$ cat src/rtl/cache_pkg.sv
// Shared widths, state encoding and block-address helpers for the cache miss handler.
package cache_pkg;

    localparam int unsigned ADDR_W      = 16;
    localparam int unsigned WORD_BYTES  = 2;
    localparam int unsigned WORD_W      = 8 * WORD_BYTES;
    localparam int unsigned BLOCK_WORDS = 8;
    localparam int unsigned BLOCK_BYTES = BLOCK_WORDS * WORD_BYTES;
    localparam int unsigned OFF_W       = $clog2(BLOCK_BYTES);
    localparam int unsigned CNT_W       = $clog2(BLOCK_WORDS) + 1;

    localparam logic [1:0] ST_IDLE = 2'd0;
    localparam logic [1:0] ST_WB   = 2'd1;
    localparam logic [1:0] ST_FILL = 2'd2;
    localparam logic [1:0] ST_TAG  = 2'd3;

    typedef enum logic [1:0] {
        S_IDLE = ST_IDLE,
        S_WB   = ST_WB,
        S_FILL = ST_FILL,
        S_TAG  = ST_TAG
    } state_e;

    // Clear the byte-offset bits so the address points at the block base.
    function automatic logic [ADDR_W-1:0] block_base(input logic [ADDR_W-1:0] addr);
        return addr & ~ADDR_W'(BLOCK_BYTES - 1);
    endfunction

    function automatic logic [OFF_W-1:0] word_off(input logic [CNT_W-1:0] cnt);
        return OFF_W'(32'(cnt) * WORD_BYTES);
    endfunction

    function automatic logic [ADDR_W-1:0] word_addr(input logic [ADDR_W-1:0] base,
                                                    input logic [CNT_W-1:0]  cnt);
        return base + ADDR_W'(32'(cnt) * WORD_BYTES);
    endfunction

endpackage

$ cat src/rtl/cache_miss_handler_if.sv
// Signals between the miss handler, the tag/data arrays and the memory port.
interface cache_miss_handler_if;
    import cache_pkg::*;

    logic                miss_detected;
    logic [ADDR_W-1:0]   miss_addr;
    logic                victim_dirty;
    logic [ADDR_W-1:0]   victim_addr;
    logic [WORD_W-1:0]   cache_rdata;
    logic                mem_ready;
    logic                mem_data_valid;
    logic [WORD_W-1:0]   mem_rdata;
    logic                fsm_busy;
    logic                mem_read;
    logic                mem_write;
    logic [ADDR_W-1:0]   mem_addr;
    logic [WORD_W-1:0]   mem_wdata;
    logic                write_data_array;
    logic [WORD_W-1:0]   cache_wdata;
    logic [OFF_W-1:0]    cache_word_offset;
    logic                write_tag_array;
    logic [ADDR_W-1:0]   base_addr;

    modport master (
        input  miss_detected, miss_addr, victim_dirty, victim_addr, cache_rdata,
               mem_ready, mem_data_valid, mem_rdata,
        output fsm_busy, mem_read, mem_write, mem_addr, mem_wdata, write_data_array,
               cache_wdata, cache_word_offset, write_tag_array, base_addr
    );

    modport slave (
        output miss_detected, miss_addr, victim_dirty, victim_addr, cache_rdata,
               mem_ready, mem_data_valid, mem_rdata,
        input  fsm_busy, mem_read, mem_write, mem_addr, mem_wdata, write_data_array,
               cache_wdata, cache_word_offset, write_tag_array, base_addr
    );

endinterface

$ cat src/rtl/block_word_counter.sv
// Word counter for one block transfer; last_o flags that the current count is the final word.
module block_word_counter
    import cache_pkg::*;
(
    input  logic             clk,
    input  logic             rst,
    input  logic             inc_i,
    input  logic             clr_i,
    output logic [CNT_W-1:0] count_o,
    output logic             last_o
);

    logic [CNT_W-1:0] count_q, count_d;
    logic             last_q;

    always_comb begin
        count_d = count_q;
        if (clr_i) begin
            count_d = '0;
        end else if (inc_i) begin
            count_d = count_q + CNT_W'(1);
        end
    end

    always_ff @(posedge clk) begin
        if (rst) begin
            count_q <= '0;
            last_q  <= 1'b0;
        end else begin
            count_q <= count_d;
            last_q  <= (count_d == CNT_W'(BLOCK_WORDS - 1));
        end
    end

    assign count_o = count_q;
    assign last_o  = last_q;

endmodule

$ cat src/rtl/cache_miss_handler.sv
// Miss handler: optional dirty-victim write-back, pipelined block fill, then tag update.
module cache_miss_handler
    import cache_pkg::*;
(
    input  logic                 clk,
    input  logic                 rst,
    cache_miss_handler_if.master bus
);

    state_e            state_q;
    logic [ADDR_W-1:0] base_q, victim_q, addr_q;
    logic [OFF_W-1:0]  off_q;
    logic              busy_q, rd_q, wr_q, tag_q;

    logic             wb_inc, iss_inc, rcv_inc, cnt_clr;
    logic [CNT_W-1:0] wb_cnt, iss_cnt, rcv_cnt;
    logic [CNT_W-1:0] wb_next, iss_next, rcv_next;
    logic             wb_last, iss_last, rcv_last;
    logic             rd_more;

    assign wb_inc  = (state_q == S_WB) && bus.mem_ready;
    assign iss_inc = (state_q == S_FILL) && rd_q && bus.mem_ready;
    assign rcv_inc = (state_q == S_FILL) && bus.mem_data_valid;
    assign cnt_clr = (state_q == S_TAG);

    // Counter values after this edge, so request outputs can be registered.
    assign wb_next  = wb_cnt + CNT_W'(wb_inc);
    assign iss_next = iss_cnt + CNT_W'(iss_inc);
    assign rcv_next = rcv_cnt + CNT_W'(rcv_inc);
    assign rd_more  = rd_q && !(iss_inc && iss_last);

    block_word_counter u_wb_cnt (
        .clk     (clk),
        .rst     (rst),
        .inc_i   (wb_inc),
        .clr_i   (cnt_clr),
        .count_o (wb_cnt),
        .last_o  (wb_last)
    );

    block_word_counter u_iss_cnt (
        .clk     (clk),
        .rst     (rst),
        .inc_i   (iss_inc),
        .clr_i   (cnt_clr),
        .count_o (iss_cnt),
        .last_o  (iss_last)
    );

    block_word_counter u_rcv_cnt (
        .clk     (clk),
        .rst     (rst),
        .inc_i   (rcv_inc),
        .clr_i   (cnt_clr),
        .count_o (rcv_cnt),
        .last_o  (rcv_last)
    );

    always_ff @(posedge clk) begin
        if (rst) begin
            state_q  <= S_IDLE;
            base_q   <= '0;
            victim_q <= '0;
            busy_q   <= 1'b0;
            rd_q     <= 1'b0;
            wr_q     <= 1'b0;
            addr_q   <= '0;
            off_q    <= '0;
            tag_q    <= 1'b0;
        end else begin
            rd_q   <= 1'b0;
            wr_q   <= 1'b0;
            addr_q <= '0;
            off_q  <= '0;
            tag_q  <= 1'b0;
            case (state_q)
                S_IDLE: begin
                    if (bus.miss_detected) begin
                        base_q   <= block_base(bus.miss_addr);
                        victim_q <= block_base(bus.victim_addr);
                        busy_q   <= 1'b1;
                        if (bus.victim_dirty) begin
                            state_q <= S_WB;
                            wr_q    <= 1'b1;
                            addr_q  <= block_base(bus.victim_addr);
                        end else begin
                            state_q <= S_FILL;
                            rd_q    <= 1'b1;
                            addr_q  <= block_base(bus.miss_addr);
                        end
                    end
                end
                S_WB: begin
                    if (wb_inc && wb_last) begin
                        state_q <= S_FILL;
                        rd_q    <= 1'b1;
                        addr_q  <= base_q;
                    end else begin
                        wr_q   <= 1'b1;
                        addr_q <= word_addr(victim_q, wb_next);
                        off_q  <= word_off(wb_next);
                    end
                end
                S_FILL: begin
                    if (rcv_inc && rcv_last) begin
                        state_q <= S_TAG;
                        tag_q   <= 1'b1;
                    end else begin
                        rd_q   <= rd_more;
                        addr_q <= rd_more ? word_addr(base_q, iss_next) : '0;
                        off_q  <= word_off(rcv_next);
                    end
                end
                S_TAG: begin
                    state_q <= S_IDLE;
                    busy_q  <= 1'b0;
                end
                default: begin
                    state_q <= S_IDLE;
                    busy_q  <= 1'b0;
                end
            endcase
        end
    end

    // Data paths pass straight through, gated so they read zero when idle.
    assign bus.fsm_busy          = busy_q;
    assign bus.mem_read          = rd_q;
    assign bus.mem_write         = wr_q;
    assign bus.mem_addr          = addr_q;
    assign bus.mem_wdata         = wr_q ? bus.cache_rdata : '0;
    assign bus.write_data_array  = rcv_inc;
    assign bus.cache_wdata       = rcv_inc ? bus.mem_rdata : '0;
    assign bus.cache_word_offset = off_q;
    assign bus.write_tag_array   = tag_q;
    assign bus.base_addr         = base_q;

endmodule
$ cat src/flat_wrapper.sv
// flat-port wrapper written by rule: the top's interface ports become plain ports
module cache_miss_handler_flat import cache_pkg::*;
  (clk, rst, bus_miss_detected, bus_miss_addr, bus_victim_dirty, bus_victim_addr, bus_cache_rdata, bus_mem_ready, bus_mem_data_valid, bus_mem_rdata, bus_fsm_busy, bus_mem_read, bus_mem_write, bus_mem_addr, bus_mem_wdata, bus_write_data_array, bus_cache_wdata, bus_cache_word_offset, bus_write_tag_array, bus_base_addr);
  cache_miss_handler_if bus_i ();
  input  logic clk;
  input  logic rst;
  input wire logic [$bits(bus_i.miss_detected)-1:0] bus_miss_detected;
  input wire logic [$bits(bus_i.miss_addr)-1:0] bus_miss_addr;
  input wire logic [$bits(bus_i.victim_dirty)-1:0] bus_victim_dirty;
  input wire logic [$bits(bus_i.victim_addr)-1:0] bus_victim_addr;
  input wire logic [$bits(bus_i.cache_rdata)-1:0] bus_cache_rdata;
  input wire logic [$bits(bus_i.mem_ready)-1:0] bus_mem_ready;
  input wire logic [$bits(bus_i.mem_data_valid)-1:0] bus_mem_data_valid;
  input wire logic [$bits(bus_i.mem_rdata)-1:0] bus_mem_rdata;
  output wire logic [$bits(bus_i.fsm_busy)-1:0] bus_fsm_busy;
  output wire logic [$bits(bus_i.mem_read)-1:0] bus_mem_read;
  output wire logic [$bits(bus_i.mem_write)-1:0] bus_mem_write;
  output wire logic [$bits(bus_i.mem_addr)-1:0] bus_mem_addr;
  output wire logic [$bits(bus_i.mem_wdata)-1:0] bus_mem_wdata;
  output wire logic [$bits(bus_i.write_data_array)-1:0] bus_write_data_array;
  output wire logic [$bits(bus_i.cache_wdata)-1:0] bus_cache_wdata;
  output wire logic [$bits(bus_i.cache_word_offset)-1:0] bus_cache_word_offset;
  output wire logic [$bits(bus_i.write_tag_array)-1:0] bus_write_tag_array;
  output wire logic [$bits(bus_i.base_addr)-1:0] bus_base_addr;
  assign bus_i.miss_detected = bus_miss_detected;
  assign bus_i.miss_addr = bus_miss_addr;
  assign bus_i.victim_dirty = bus_victim_dirty;
  assign bus_i.victim_addr = bus_victim_addr;
  assign bus_i.cache_rdata = bus_cache_rdata;
  assign bus_i.mem_ready = bus_mem_ready;
  assign bus_i.mem_data_valid = bus_mem_data_valid;
  assign bus_i.mem_rdata = bus_mem_rdata;
  assign bus_fsm_busy = bus_i.fsm_busy;
  assign bus_mem_read = bus_i.mem_read;
  assign bus_mem_write = bus_i.mem_write;
  assign bus_mem_addr = bus_i.mem_addr;
  assign bus_mem_wdata = bus_i.mem_wdata;
  assign bus_write_data_array = bus_i.write_data_array;
  assign bus_cache_wdata = bus_i.cache_wdata;
  assign bus_cache_word_offset = bus_i.cache_word_offset;
  assign bus_write_tag_array = bus_i.write_tag_array;
  assign bus_base_addr = bus_i.base_addr;
  cache_miss_handler u_core (.clk(clk), .rst(rst), .bus(bus_i));
endmodule
$ cat config.mk
export PLATFORM = sky130hd
export DESIGN_NAME = cache_miss_handler_flat
export DESIGN_NICKNAME = d
export VERILOG_FILES = /design/src/rtl/cache_pkg.sv /design/src/rtl/cache_miss_handler_if.sv /design/src/rtl/block_word_counter.sv /design/src/rtl/cache_miss_handler.sv /design/src/flat_wrapper.sv
export SDC_FILE = /design/constraint.sdc
export NUM_CORES = 1
export LEC_CHECK = 0
export CORE_MARGIN = 5
export CORE_UTILIZATION = 30
export DETAILED_ROUTE_END_ITERATION = 12
export GPL_TIMING_DRIVEN = 0
export SLEW_MARGIN = 25
export SYNTH_ARGS = -nofsm -noshare
export SYNTH_HDL_FRONTEND = slang
export SYNTH_SLANG_ARGS = --single-unit
$ cat constraint.sdc
create_clock -name clk -period 2.85 [get_ports clk]
set_input_delay 0.285 -clock clk [delete_from_list [all_inputs] [get_ports clk]]
set_output_delay 0.285 -clock clk [all_outputs]
set_load 0.05 [all_outputs]
# == Yosys cells after proc, flatten, opt, wreduce, memory -nomap -nowiden ==
# Index checks and enable logic that the tools add are counted.
# totals
latchBits,0
ramBits,0
inputBits,70
register_bits,65
elab_cells,82
out_inout_bits,73
n_memories,0
mem_bits_ro,0
# classes
add_sub_neg,8
n_eq_ne,9
shift,0
order_cmp,0
reduce_logical,15
div_mod_pow,0
muxes,34
bitwise,1
n_mul,0
# ops
op,n
two-way mux 16 bit,7
case mux 16 bit (3 select lines),1
adder 16 x 5 -> 16 bit,2
two-way mux 4 bit,8
adder 4 x 1 -> 4 bit (second input constant),3
== test 4 x 3 -> 1 bit (second input constant),3
two-way mux 1 bit,9
adder 4 x 1 -> 4 bit,2
logical AND 1 bit,8
two-way mux 2 bit,4
case mux 2 bit (4 select lines),1
case mux 4 bit (2 select lines),1
inequality test 2 bit (second input constant),3
== test 2 bit (second input constant),2
case mux 1 bit (2 select lines),2
AND reduction 2 bit,2
adder 3 x 1 -> 3 bit,1
case mux 1 bit (3 select lines),1
AND reduction 3 bit,1
== test 2 x 1 -> 1 bit (second input constant),1
zero test 2 bit,1
nonzero test 2 bit,1
OR reduction 2 bit,1
zero test 1 bit,1
NOT 1 bit,1

# == Depth between registers and ports, before layout ==
# depth
depth_word,9
depth_mapped,14
ltp_nobuf,13

# == Modules after synthesis ==
# Synthesis repeated with hierarchy kept, for this count alone.
# hier_totals
hier_cells,436
hier_area_um2,3542.1
# by_module_without_submodules
mod,n_inst,cells_per_inst,area_per_inst_um2,seq_area_each_um2
cache_miss_handler,1,370,2874.0,960.9
block_word_counter,3,22,222.7,100.1

# == Worst setup path before layout ==
# No wires, ideal clock.
# synth_path
path_type,reg-to-reg
start,"reg u_core.rd_q, in the netlist u_core.bus.mem_read"
end,"reg u_core.addr_q[14], in the netlist u_core.bus.mem_addr[14]"
required_time_ns,2.717
path_stages_with_launch,13
arrival_ns,2.411
setup_time_ns,0.133
setup_slack_ns,0.306
path_buffers,1
period_less_slack_ns,2.544
cell_sequence,dfxtp_1 > and3_1 > buf_2 > ha_1 > nand3_1 > xnor2_1 > ha_1 > ha_1 > nand3_1 > nor3_1 > o21ai_0 > nand2_1 > a31oi_1
# synth_via
elab_chain_len,8
elab_cells_between_ends,10
cone_classes,add/sub (2); mux (3); reduce/logical (5)
# synth_lines
element,line,rtl
from (decl),cache_miss_handler.sv:13,"logic busy_q, rd_q, wr_q, tag_q;"
from (signal assigned),cache_miss_handler.sv:109,rd_q <= rd_more;
"parallel branches: the longest is 5 deep, another holds adder 16 x 5 -> 16 bit",-,
two-way mux 16 bit *,cache_miss_handler.sv:110,"addr_q <= rd_more ? word_addr(base_q, iss_next) : '0;"
two-way mux 16 bit *,cache_miss_handler.sv:105,if (rcv_inc && rcv_last) begin
case mux 16 bit (3 select lines) *,cache_miss_handler.sv:76,case (state_q)
to (signal assigned),cache_miss_handler.sv:85,addr_q <= block_base(bus.victim_addr);
to (signal assigned),cache_miss_handler.sv:89,addr_q <= block_base(bus.miss_addr);
to (signal assigned),cache_miss_handler.sv:110,
to (decl),cache_miss_handler.sv:11,"logic [ADDR_W-1:0] base_q, victim_q, addr_q;"
# Every way passes the cells marked *.
# A chain may end at the register's enable or synchronous reset.

# == Worst setup path in the final report ==
# layout_path
start,reg u_core.state_q[1]
end,"reg u_core.addr_q[14], in the netlist u_core.bus.mem_addr[14]"
# layout_via
elab_chain_len,9
elab_cells_between_ends,20
cone_classes,add/sub (4); eq/ne (2); mux (4); reduce/logical (10)
# layout_lines
element,line,rtl
from (decl),cache_miss_handler.sv:10,state_e state_q;
from (signal assigned),cache_miss_handler.sv:61,state_q <= S_IDLE;
from (signal assigned),cache_miss_handler.sv:83,state_q <= S_WB;
from (signal assigned),cache_miss_handler.sv:87,state_q <= S_FILL;
"parallel branches: the longest is 8 deep, another holds adder 16 x 5 -> 16 bit",-,
case mux 16 bit (3 select lines) *,cache_miss_handler.sv:76,
# Marks and branches as above.

==> qor.yml <==
run_status:
  outcome: "completed"
timing:
  hold_viol: 0
  skew_ns: 0.00572
  fmaxAchievable_mhz: 360
  setup_viol: 0
  tightest_slew_ns: 0.653
  relSlewSlack_pct: 56.5
  fin_crit_ns: 2.78
  setup_tns_ns: 0
  holdWs_ns: 0.387
  rsz0062_at_grt: "yes"
  slew_viol_final: 0
  fin_crit_sh_pct: 97.6
clocking:
  h-tree-depth: 3
  cts_root_buf: "clkbuf_16"
  cts_buffers: 9
  clk_pin_slew_ns: 0.05
  cts.path.max_buffers: 2
  cts_sinks: 63
  clk-insertion-delay-late_ns: 0.33
  cts_tree: "yes"
grt:
  grt.met3_usage_pct: 3.29
  grt_pass1_vias: 3430
  grt_start_max_net_pins: 11
  grt_pass1_wl_microns: 17200
  grtUsageMet2_pct: 26.9
  antenna_found_initial: 0
  grt_overflow: 0
  grt.total_usage_pct: 16.2
  grt.busiest_layer: "met2"
  use_met1_pct: 21.6
worst_setup_path:
  reg2reg_depth: 14
  r2r_start: "u_core.state_q[1]$_SDFFE_PP0P_"
  endpoint_kind: "flip-flop"
  crit_end: "u_core.bus.mem_addr[14]$_SDFF_PP0_"
  reg2reg_to: "u_core.bus.mem_addr[14]$_SDFF_PP0_"
  critPathLaunchType: "flip-flop"
  required_ns: 3.03
  ff2ff_setup_slack_ns: 0.07
  worstSetupPathType: "reg2reg"
  path_max_fanout: 5
  cp.arrival_ns: 2.96
  startpoint: "u_core.state_q[1]$_SDFFE_PP0P_"
logic_synthesis:
  synth_cell_types: 47
  synth_top_area_share_pct: 36.7
  synth-edff-count: 0
  syn-cell-area_sq_um: 3430
  synth_area_leaders: "dfxtp_1 (37%), nand2_1 (8.7%), ha_1 (6.2%)"
  syn-instance-count: 421
  avgSynthCellArea_sq_um: 8.15
  synthFlopType: "dfxtp_1"
  synth_largest_area_cell: "dfxtp_1"
  synth_seq_cells: 63
  synth_common_cells: "nand2_1 (80), dfxtp_1 (63), a21oi_1 (42)"
  async_flop_share_pct: 0
  seq_area_frac_synth_pct: 36.7
  yosysWarnings: 0
  yosysMostFrequentCell: "nand2_1"
drt:
  wirelength_microns: 11500
  viasPerCell: 4.87
  drtIter0Drc: 216
  wl_per_cell_microns: 16.2
  ant_nets: 0
  drc_errors: 0
  dr.pass1.iters: 5
  vias: 3461
die:
  row_count: 39
  ios: 143
  start_util_pct: 30.3
  core_area_sq_um: 11300
  die-width_microns: 117
  die-area_sq_um: 13700
  fp.dieH_microns: 117
cells_and_area:
  final_cell_area_sq_um: 5300
  area_growth_pct: 54.3
  final_util_pct: 46.8
  n_antenna_cell: 0
  drive_gt1_share_pct: 10.4
  nets: 650
power_and_ir_drop:
  ir_drop_mv: 0.290
  p_total_uw: 3890
  power.density_nw_per_um2: 734
  p_leak_uw: 0.00231
placement:
  placed_area_sq_um: 4890
  gp_congestion: 0.859
  dpl.hpwl_microns: 8850
  io_buffers: 126
run:
  max_cap_viol_count: 0
worst_hold_path:
  min-delay-path-class: "in2reg"
==> state kept, by name (all words and copies together) (netlist names) <==
signal,flops
u_core.bus.mem_addr,15
u_core.bus.base_addr,12
u_core.victim_q,12
u_core.u_iss_cnt.count_o,4
u_core.u_rcv_cnt.count_o,4
u_core.u_wb_cnt.count_o,4
u_core.bus.cache_word_offset,3
u_core.state_q,2
u_core.bus.fsm_busy,1
u_core.bus.mem_read,1
u_core.bus.mem_write,1
u_core.bus.write_tag_array,1
u_core.u_iss_cnt.last_o,1
u_core.u_rcv_cnt.last_o,1
u_core.u_wb_cnt.last_o,1
==> layout make-up <==
class                   instances  area, sq um
fillers                      1119         6030
multi-input cells             323         2040
repair buffers                126         1290
flip-flops and latches         63         1260
clock buffers                  13          260
well taps                     143          179
plain buffers                  34          176
clock inverters                 3         65.1
inverters                       6         22.5
==> placed cells by master (no fill, tap or decap), types with 2 or more instances in the layout <==
cell type / instances
a211oi_1: 2
a21oi_1: 42
a222oi_1: 5
a22oi_1: 3
a31oi_1: 4
a32oi_1: 2
and2_1: 22
and3_1: 21
buf_1: 2
buf_2: 12
buf_4: 7
bufinv_16: 2
clkbuf_1: 14
clkbuf_16: 9
clkbuf_8: 2
clkdlybuf4s50_1: 116
conb_1: 6
dfxtp_1: 61
dfxtp_2: 2
dlymetal6s2s_1: 10
ha_1: 12
ha_2: 5
inv_1: 6
mux2_2: 5
mux2i_1: 10
nand2_1: 80
nand3_1: 7
nand3b_1: 2
nand4_1: 8
nor2_1: 25
nor3_1: 7
nor3_2: 3
nor4_1: 2
o21ai_0: 5
xnor2_1: 10
xnor2_2: 2
xor2_1: 15
==> through the flow <==
step | std cells | setup slack [ns]
floorplan | 426 | 0.306
global placement | 695 | -0.210
detailed placement | 695 | -0.234
CTS | 711 | 0.0124
global route | 711 | -0.0484
finish | 711 | 0.0694
==> kinds of logic after synthesis <==
kind of cell,share of synthesized area [%]
DFF,36.7
muxes,4.56
other,0.109
AOI/OAI and AO/OA,11.6
and+or+nand+nor,28.1
buffers and inverters,5.80
adders and majority gates,6.20
xor gates and xnor gates,6.89
==> timing repair <==
item                       in CTS  in global routing
hold buffers                    0                  0
setup endpoints to repair       2                 16
hold endpoints to repair        0                  0
pin swaps                       1                  4
setup buffers                   0                  0
resized for setup               7                 17
==> power breakdown <==
part / switching (uW) / internal [uW]
clock: 376 / 812
sequential: 123 / 996
combinational: 1010 / 568
total: 1510 / 2380
==> routing by layer <==
metal	wire length (microns)	part of all wire, %
met1	5280	46
met2	5350	46
met4	118	1.0
met3	784	6.8
met5	0	0
==> worst max-delay path: stages (launching register included) <==
cell and delay, ns:
dfxtp_2 0.33, inv_1 0.07, ha_2 0.20, and2_1 0.13
buf_2 0.15, ha_1 0.18, nand3_1 0.13, xnor2_2 0.18
ha_2 0.22, ha_2 0.20, and4_4 0.25, nand4_1 0.13
xnor2_1 0.15, a21oi_1 0.17, a31oi_1 0.12
==> how the worst min path moves through the flow <==
stage          slack, ns                        startpoint  cells after the start                                    end
3_5_place_dp        0.46  u_core.victim_q[15]$_SDFFE_PP0P_                      2       u_core.victim_q[15]$_SDFFE_PP0P_
3_3_place_gp        0.46   u_core.victim_q[4]$_SDFFE_PP0P_                      2        u_core.victim_q[4]$_SDFFE_PP0P_
5_1_grt             0.40                               rst                      2  u_core.bus.write_tag_array$_SDFF_PP0_
6_report            0.39                               rst                      2  u_core.bus.write_tag_array$_SDFF_PP0_
2_1_floorplan       0.42                bus_victim_addr[4]                      2        u_core.victim_q[4]$_SDFFE_PP0P_
4_1_cts             0.38                               rst                      2  u_core.bus.write_tag_array$_SDFF_PP0_
Power figures use the tool's default switching activity.
